### src/rtl/alu_op_sequencer.sv
// alu_op_sequencer -- issue/writeback stage in front of an 8-bit combinational ALU.
//
// Accepts one command at a time on a valid/ready channel. It reads both operands
// from a local register file, drives the ALU from registered outputs, captures
// Result/Zero one cycle later, writes Result back and presents it on a
// valid/ready response channel. FSM: IDLE -> EXEC -> RESP -> IDLE.
//
// Optional build macro: ALU_SEQ_FWD_EN. When it is defined, a load on ld_en in
// the accept cycle is forwarded to a matching source operand. When it is not
// defined, operands read the pre-edge register contents.
//
// Ports:
//   clk, rst_n                      clock (rising edge), async active-low reset
//   cmd_valid/cmd_ready             command handshake
//   cmd_op, cmd_src_a/b, cmd_dst    ALU select, operand register indices, destination
//   ld_en, ld_addr, ld_data         direct register load, honoured in every state
//   alu_a, alu_b, alu_sel           registered drive to the ALU
//   alu_result, alu_zero            ALU outputs (combinational from alu_*)
//   res_valid/res_ready             response handshake
//   res_data, res_zero, res_dst     captured result, zero flag, written register
module alu_op_sequencer #(
  parameter int DW   = 8,
  parameter int NREG = 4,
  parameter int AW   = 2
) (
  input  logic          clk,
  input  logic          rst_n,
  input  logic          cmd_valid,
  output logic          cmd_ready,
  input  logic [2:0]    cmd_op,
  input  logic [AW-1:0] cmd_src_a,
  input  logic [AW-1:0] cmd_src_b,
  input  logic [AW-1:0] cmd_dst,
  input  logic          ld_en,
  input  logic [AW-1:0] ld_addr,
  input  logic [DW-1:0] ld_data,
  output logic [DW-1:0] alu_a,
  output logic [DW-1:0] alu_b,
  output logic [2:0]    alu_sel,
  input  logic [DW-1:0] alu_result,
  input  logic          alu_zero,
  output logic          res_valid,
  input  logic          res_ready,
  output logic [DW-1:0] res_data,
  output logic          res_zero,
  output logic [AW-1:0] res_dst
);

  typedef enum logic [1:0] {IDLE, EXEC, RESP} state_e;

  state_e          state_q, state_d;
  logic [DW-1:0]   regs_q [NREG];
  logic [DW-1:0]   regs_d [NREG];
  logic [DW-1:0]   alu_a_q, alu_a_d, alu_b_q, alu_b_d;
  logic [2:0]      alu_sel_q, alu_sel_d;
  logic [AW-1:0]   dst_q, dst_d;
  logic [DW-1:0]   res_data_q, res_data_d;
  logic            res_zero_q, res_zero_d;
  logic            res_valid_q, res_valid_d;
  logic [AW-1:0]   res_dst_q, res_dst_d;
  logic [DW-1:0]   opnd_a, opnd_b;
  logic            accept;

  // Ready is decoded from state so it rises in the first cycle after reset
  // release. It is gated by rst_n so that it stays low while reset is held.
  assign cmd_ready = rst_n & (state_q == IDLE);
  assign accept    = cmd_valid & cmd_ready;

`ifdef ALU_SEQ_FWD_EN
  // Same-cycle load-to-use bypass.
  assign opnd_a = (ld_en && ld_addr == cmd_src_a) ? ld_data : regs_q[cmd_src_a];
  assign opnd_b = (ld_en && ld_addr == cmd_src_b) ? ld_data : regs_q[cmd_src_b];
`else
  assign opnd_a = regs_q[cmd_src_a];
  assign opnd_b = regs_q[cmd_src_b];
`endif

  always_comb begin
    state_d     = state_q;
    regs_d      = regs_q;
    alu_a_d     = alu_a_q;
    alu_b_d     = alu_b_q;
    alu_sel_d   = alu_sel_q;
    dst_d       = dst_q;
    res_data_d  = res_data_q;
    res_zero_d  = res_zero_q;
    res_valid_d = res_valid_q;
    res_dst_d   = res_dst_q;

    if (ld_en) regs_d[ld_addr] = ld_data;

    case (state_q)
      IDLE: if (accept) begin
        alu_a_d   = opnd_a;
        alu_b_d   = opnd_b;
        alu_sel_d = cmd_op;
        dst_d     = cmd_dst;
        state_d   = EXEC;
      end
      EXEC: begin
        // This assignment comes after the load, so the writeback wins a same-register collision.
        regs_d[dst_q] = alu_result;
        res_data_d    = alu_result;
        res_zero_d    = alu_zero;
        res_dst_d     = dst_q;
        res_valid_d   = 1'b1;
        state_d       = RESP;
      end
      RESP: if (res_ready) begin
        res_valid_d = 1'b0;
        state_d     = IDLE;
      end
      default: state_d = IDLE;
    endcase
  end

  always_ff @(posedge clk or negedge rst_n) begin
    if (!rst_n) begin
      state_q     <= IDLE;
      regs_q      <= '{default: '0};
      alu_a_q     <= '0;
      alu_b_q     <= '0;
      alu_sel_q   <= '0;
      dst_q       <= '0;
      res_data_q  <= '0;
      res_zero_q  <= 1'b0;
      res_valid_q <= 1'b0;
      res_dst_q   <= '0;
    end else begin
      state_q     <= state_d;
      regs_q      <= regs_d;
      alu_a_q     <= alu_a_d;
      alu_b_q     <= alu_b_d;
      alu_sel_q   <= alu_sel_d;
      dst_q       <= dst_d;
      res_data_q  <= res_data_d;
      res_zero_q  <= res_zero_d;
      res_valid_q <= res_valid_d;
      res_dst_q   <= res_dst_d;
    end
  end

  assign alu_a     = alu_a_q;
  assign alu_b     = alu_b_q;
  assign alu_sel   = alu_sel_q;
  assign res_data  = res_data_q;
  assign res_zero  = res_zero_q;
  assign res_valid = res_valid_q;
  assign res_dst   = res_dst_q;

endmodule

### config.mk
export PLATFORM = sky130hd
export DESIGN_NAME = alu_op_sequencer
export DESIGN_NICKNAME = d
export VERILOG_FILES = /design/src/rtl/alu_op_sequencer.sv
export SDC_FILE = /design/constraint.sdc
export NUM_CORES = 1
export LEC_CHECK = 0
export BUFFER_PORTS_ARGS = -buffer_cell sky130_fd_sc_hd__clkbuf_2
export CAP_MARGIN = 20
export CORE_ASPECT_RATIO = 2
export CORE_MARGIN = 2
export CORE_UTILIZATION = 57
export CTS_CLUSTER_SIZE = 14
export DETAILED_ROUTE_END_ITERATION = 8
export GPL_TIMING_DRIVEN = 0
export PLACE_DENSITY = 0.87
export SKIP_LAST_GASP = 1
export SYNTH_ARGS = -nofsm -noshare
export SYNTH_HDL_FRONTEND = slang
export SYNTH_SLANG_ARGS = --single-unit
### constraint.sdc
create_clock -name clk -period 2.45 [get_ports clk]
set_input_delay 0.3675 -clock clk [delete_from_list [all_inputs] [get_ports clk]]
set_output_delay 0.3675 -clock clk [all_outputs]
set_load 0.05 [all_outputs]
==> flow_metrics.tcl, run 1 <==
set metrics [dict create \
    period_needed_ns 2.13 \
    fin_util_pct 69.0 \
    whs_ns 0.166 \
    ios 65 \
    timing.rr.start "state_q[0]$_DFFE_PN0P_" \
    hold_violations 0 \
    insertion_delay_ns 0.35 \
    path_max_fanout 68 \
    vias_per_cell 5.91 \
    critical_path_required_ns 2.08 \
    netlist_area_um2 3220 \
    grt_pass1_wl_mm 11.3 \
    status "finished, final reports clean" \
    drv_slew 0 \
    synthFlopType "dfrtp_1" \
    ff2ff_path_depth 3 \
    synthDistinctLibCells 26 \
    pwr_density_cell_nw_per_um2 1190 \
    skew_ns 0.00509 \
    cts.sinks 67 \
    initial_core_util_pct 59.3 \
    drv_cap 0 \
    grt_use_met1_pct 26.5 \
    route.detailed.drc 0 \
    hpwl_mm 5.16 \
    end_kind "output port" \
    htree_num_levels 3 \
    top_usage_layer "met2" \
    routedWlPerCell_um 18.1 \
    clock.fmax_mhz 469 \
    antenna_left 0 \
    die_w_um 57.1 \
    r2r_setup_slack_ns 0.72 \
    final_area_um2 3740 \
    final_cell_mix "dfrtp_1, clkbuf_2, mux2i_1" \
    grt_overflow 0 \
    die_h_um 110 \
    holdCritPathClass "in2async" \
    antenna_found_initial 0 \
    routed_wirelength_mm 6.83 \
    use_met2_pct 42.8 \
    row_count 38 \
    power.leakage_nw 1.77 \
    relSlewSlack_pct 38.1 \
    final.setup.tns_ns 0 \
    ctsResizeCount 0 \
    layout_commonest_cell "dfrtp_1" \
    fin_ws_ns 0.319 \
    crit_type "in2out" \
    place_area_um2 3590 \
    hold_buffers 0 \
    num_vias 2227 \
    postCtsSetupBuffers 0 \
    synth_edf_count 0 \
    post-place-ws_ns 0.0162 \
    synth_warnings 0 \
    nNetsFinal 348 \
    cts_tree "built" \
    postSynthCellCount 244 \
    grt_max_degree 69 \
    synthArstFlopShare_pct 100 \
    numCtsBuffers 9 \
    yosys_register_bits 67 \
    syn-num-nets 277 \
    ys_seq_area_share_pct 52.1 \
    rsz0062_at_grt "false" \
    r2r_end "regs_q[29]$_DFF_PN0_" \
    n_antenna_cell 0 \
    start_kind "primary input" \
    use_met3_pct 3.97 \
    path_clk_slew_ns 0.06 \
    grt_pass1_vias 2419 \
    cts_root_buf "clkbuf_8" \
    coreArea_um2 5420 \
    drtIter0Drc 51 \
    worst_slew_pin_slew_ns 0.929 \
    avgSynthCellArea_um2 13.2 \
    placement.io_buffers 60 \
    vdd_drop_max_v 0.00106 \
    design.die.area_um2 6290 \
    finalSetupViolCount 0 \
    worstPathArrival_ns 1.76 \
    clock_path_buffers 2 \
    track_usage_pct 24.5 \
    firstDrtPassIters 4 \
    syn_to_final_growth_pct 16.4 \
    drive_gt1_share_pct 41.6 \
    finalCritPeriodShare_pct 87.0 \
    gp_congestion 0.784 \
]
==> state kept, by name (all words and copies together), names as in the netlist <==
signal,count
state_q,2
res_data,8
alu_a,8
regs_q,32
alu_sel,3
res_zero,1
alu_b,8
dst_q,2
res_dst,2
res_valid,1
==> layout make-up <==
| class | count | area (um2) |
|---|---|---|
| Fill cell | 420 | 1680 |
| Sequential cell | 67 | 1680 |
| Multi-Input combinational cell | 160 | 1450 |
| Timing Repair Buffer | 60 | 303 |
| Clock buffer | 13 | 149 |
| Buffer | 16 | 87.6 |
| Tap cell | 60 | 75.1 |
| Inverter | 1 | 3.75 |
==> worst max-delay path by stage <==
| stage | slack, ns | from | depth (start not counted) | end |
|---|---|---|---|---|
| floorplan | 0.33 | state_q[1]$_DFFE_PN0P_ | 6 | alu_a[0]$_DFFE_PN0P_ |
| global placement | -0.51 | rst_n | 6 | alu_b[4]$_DFFE_PN0P_ |
| detailed placement | 0.02 | rst_n | 6 | alu_b[5]$_DFFE_PN0P_ |
| CTS | 0.29 | rst_n | 3 | cmd_ready |
| global route | 0.15 | rst_n | 3 | cmd_ready |
| finish | 0.32 | rst_n | 3 | cmd_ready |
==> per-layer routing <==
layer  share of wire (%)  vias to the layer above  wire length [um]
met1                  36                     1122              2480
li1                    -                     1031                 -
met5                   0                        -                 0
met3                 3.3                       16               226
met2                  57                       58              3890
met4                 3.5                        0               242
==> report_power, final <==
part           switching [W]  internal (W)
Sequential          0.000294       0.00154
Clock               0.000367      0.000379
Combinational        0.00121      0.000646
==> logic make-up after synthesis <==
| kind of cell | Yosys count | share of synthesized area (%) |
|---|---|---|
| buf+inv | 17 | 2.84 |
| mux | 80 | 32.4 |
| flops | 67 | 52.1 |
| simple gates | 45 | 7.20 |
| compound gates | 35 | 5.45 |
==> critical path: stages <==
cell and delay (ns):
clkbuf_4 0.70, nor3b_2 0.33, clkbuf_2 0.31
==> synth_stat cells, types with 2 or more instances <==
master | number | share of area, %
mux4_2 | 16 | 11
mux2i_1 | 32 | 10
nand3b_1 | 2 | 0.47
dfrtp_1 | 67 | 52
nand2_1 | 25 | 2.9
buf_1 | 2 | 0.23
o21ai_0 | 24 | 3.7
buf_4 | 2 | 0.47
a21oi_1 | 10 | 1.6
clkbuf_2 | 3 | 0.47
and4bb_1 | 2 | 0.78
mux2_2 | 31 | 11
buf_2 | 7 | 1.1
nand2b_1 | 2 | 0.39
nor2_1 | 8 | 0.93
==> metrics by stage <==
step	instances	total power, W
after floorplan	244	0.00323
after global placement	364	0.00362
after detailed placement	364	0.00371
after CTS	377	0.00447
after global routing	377	0.00466
final	377	0.00444
Note: power is estimated with default switching activity, not from simulation.
==> run 2, diff against run 1 <==
--- a/config.mk
+++ b/config.mk
@@ -6,14 +6,13 @@
 export NUM_CORES = 1
 export LEC_CHECK = 0
 export BUFFER_PORTS_ARGS = -buffer_cell sky130_fd_sc_hd__clkbuf_2
-export CAP_MARGIN = 20
 export CORE_ASPECT_RATIO = 2
 export CORE_MARGIN = 2
-export CORE_UTILIZATION = 57
+export CORE_UTILIZATION = 54
 export CTS_CLUSTER_SIZE = 14
 export DETAILED_ROUTE_END_ITERATION = 8
 export GPL_TIMING_DRIVEN = 0
-export PLACE_DENSITY = 0.87
+export PLACE_DENSITY = 0.84
 export SKIP_LAST_GASP = 1
 export SYNTH_ARGS = -nofsm -noshare
 export SYNTH_HDL_FRONTEND = slang
==> run 2 against run 1 <==
  * Total power increased by 9.7%
  * First-iteration DRC count increased by 98%
  * Global-route usage up 0.43 points
  * Sequential power about the same
==> flow_metrics.tcl, run 2 (synthesis results as in run 1) <==
set metrics [dict create \
    timing.rr.start "state_q[1]$_DFFE_PN0P_" \
    largest-register "regs_q" \
    worstPathArrival_ns 1.73 \
    hpwl_mm 5.16 \
    gp_congestion 0.852 \
    hold_buffers 0 \
    numCtsBuffers 9 \
    grt_pass1_wl_mm 12.0 \
    ctsResizeCount 0 \
    die_h_um 113 \
    num_vias 2255 \
    finalCritPeriodShare_pct 85.6 \
    largest_reg_flops 32 \
    relSlewSlack_pct 39.8 \
    nNetsFinal 348 \
    clock.fmax_mhz 477 \
    placement.io_buffers 60 \
    r2r_setup_slack_ns 0.64 \
    crit_family "buffers and inverters" \
    routed_wirelength_mm 7.31 \
    fillers 429 \
    drv_slew 0 \
    n_antenna_cell 0 \
    start_kind "primary input" \
    firstDrtPassIters 4 \
    ios 65 \
    pwr_density_cell_nw_per_um2 1260 \
    vias_per_cell 5.92 \
    path_max_fanout 68 \
    final_area_um2 3870 \
    final_cells 381 \
    fin_util_pct 67.8 \
    die_w_um 58.6 \
    htree_num_levels 3 \
    drive_gt1_share_pct 42.2 \
    ff2ff_path_depth 4 \
    row_count 39 \
    route.detailed.drc 0 \
    syn_to_final_growth_pct 20.3 \
    track_usage_pct 24.9 \
    drv_cap 0 \
    slowest_stage "clkbuf_4" \
    cts_root_buf "clkbuf_16" \
    slowest_delay_ns 0.70 \
    postCtsSetupBuffers 0 \
    critical_path_required_ns 2.08 \
    routedWlPerCell_um 19.2 \
    post-place-ws_ns 0.00836 \
    fin_ws_ns 0.353 \
    crit_type "in2out" \
    worstPathCellList "clkbuf_4, nor3b_2, clkbuf_2" \
    vdd_drop_max_v 0.00117 \
    skew_ns 0.00574 \
    holdCritPathClass "in2async" \
    path_clk_slew_ns 0.05 \
    cts_tree "built" \
    insertion_delay_ns 0.33 \
    drtIter0Drc 101 \
    rsz0062_at_grt "false" \
    path_buf_inv 2 \
    layout_commonest_cell "dfrtp_1" \
    clock_path_buffers 2 \
    grt_max_degree 69 \
    design.die.area_um2 6630 \
    end_kind "output port" \
    antenna_found_initial 0 \
    place_area_um2 3590 \
    whs_ns 0.188 \
    antenna_left 0 \
    grt_overflow 0 \
    initial_core_util_pct 56.3 \
    period_needed_ns 2.10 \
    finalSetupViolCount 0 \
    cts.sinks 67 \
    power.leakage_nw 1.83 \
    final_cell_mix "dfrtp_1, clkbuf_2, mux2i_1" \
    grt_pass1_vias 2425 \
    hold_violations 0 \
    status "finished, final reports clean" \
    coreArea_um2 5710 \
    r2r_end "regs_q[30]$_DFF_PN0_" \
    worst_slew_pin_slew_ns 0.903 \
    placed_cells 365 \
]
[run 2: area by class of cell]
class / count / area, um2 / area share (%)
Clock inverter: 2 / 10.0 / 0.259
Buffer: 16 / 87.6 / 2.26
Timing Repair Buffer: 60 / 303 / 7.83
Multi-Input combinational cell: 160 / 1450 / 37.4
Inverter: 1 / 3.75 / 0.0970
Clock buffer: 14 / 264 / 6.82
Tap cell: 61 / 76.3 / 1.97
Sequential cell: 67 / 1680 / 43.3
[run 2: routing by layer]
layer | track usage, % | share of wire, %
met5 | 0 | 0
met1 | 29.6 | 38
met3 | 4.80 | 4.3
met4 | 13.5 | 3.2
met2 | 41.4 | 54
[run 2: worst max path at each step]
stage,start,to,slack (ns),depth (start not counted)
2_1_floorplan,state_q[1]$_DFFE_PN0P_,alu_a[0]$_DFFE_PN0P_,0.33,6
3_3_place_gp,rst_n,alu_b[5]$_DFFE_PN0P_,-0.49,6
3_5_place_dp,rst_n,alu_b[3]$_DFFE_PN0P_,0.008,6
4_1_cts,rst_n,cmd_ready,0.30,3
5_1_grt,rst_n,cmd_ready,0.16,3
6_report,rst_n,cmd_ready,0.35,3
[run 2: per-stage QoR]
stage	setup TNS, ns	total power, W
3_5_place_dp	0	0.00370
5_1_grt	0	0.00508
4_1_cts	0	0.00489
2_1_floorplan	0	0.00323
6_report	0	0.00487
3_3_place_gp	-9.93	0.00362
[run 2: report_power, final]
group | internal (W) | leakage, nW | switching, W
clock network | 0.000737 | 0.137 | 0.000445
registers | 0.00154 | 0.793 | 0.000279
logic | 0.000647 | 0.899 | 0.00122
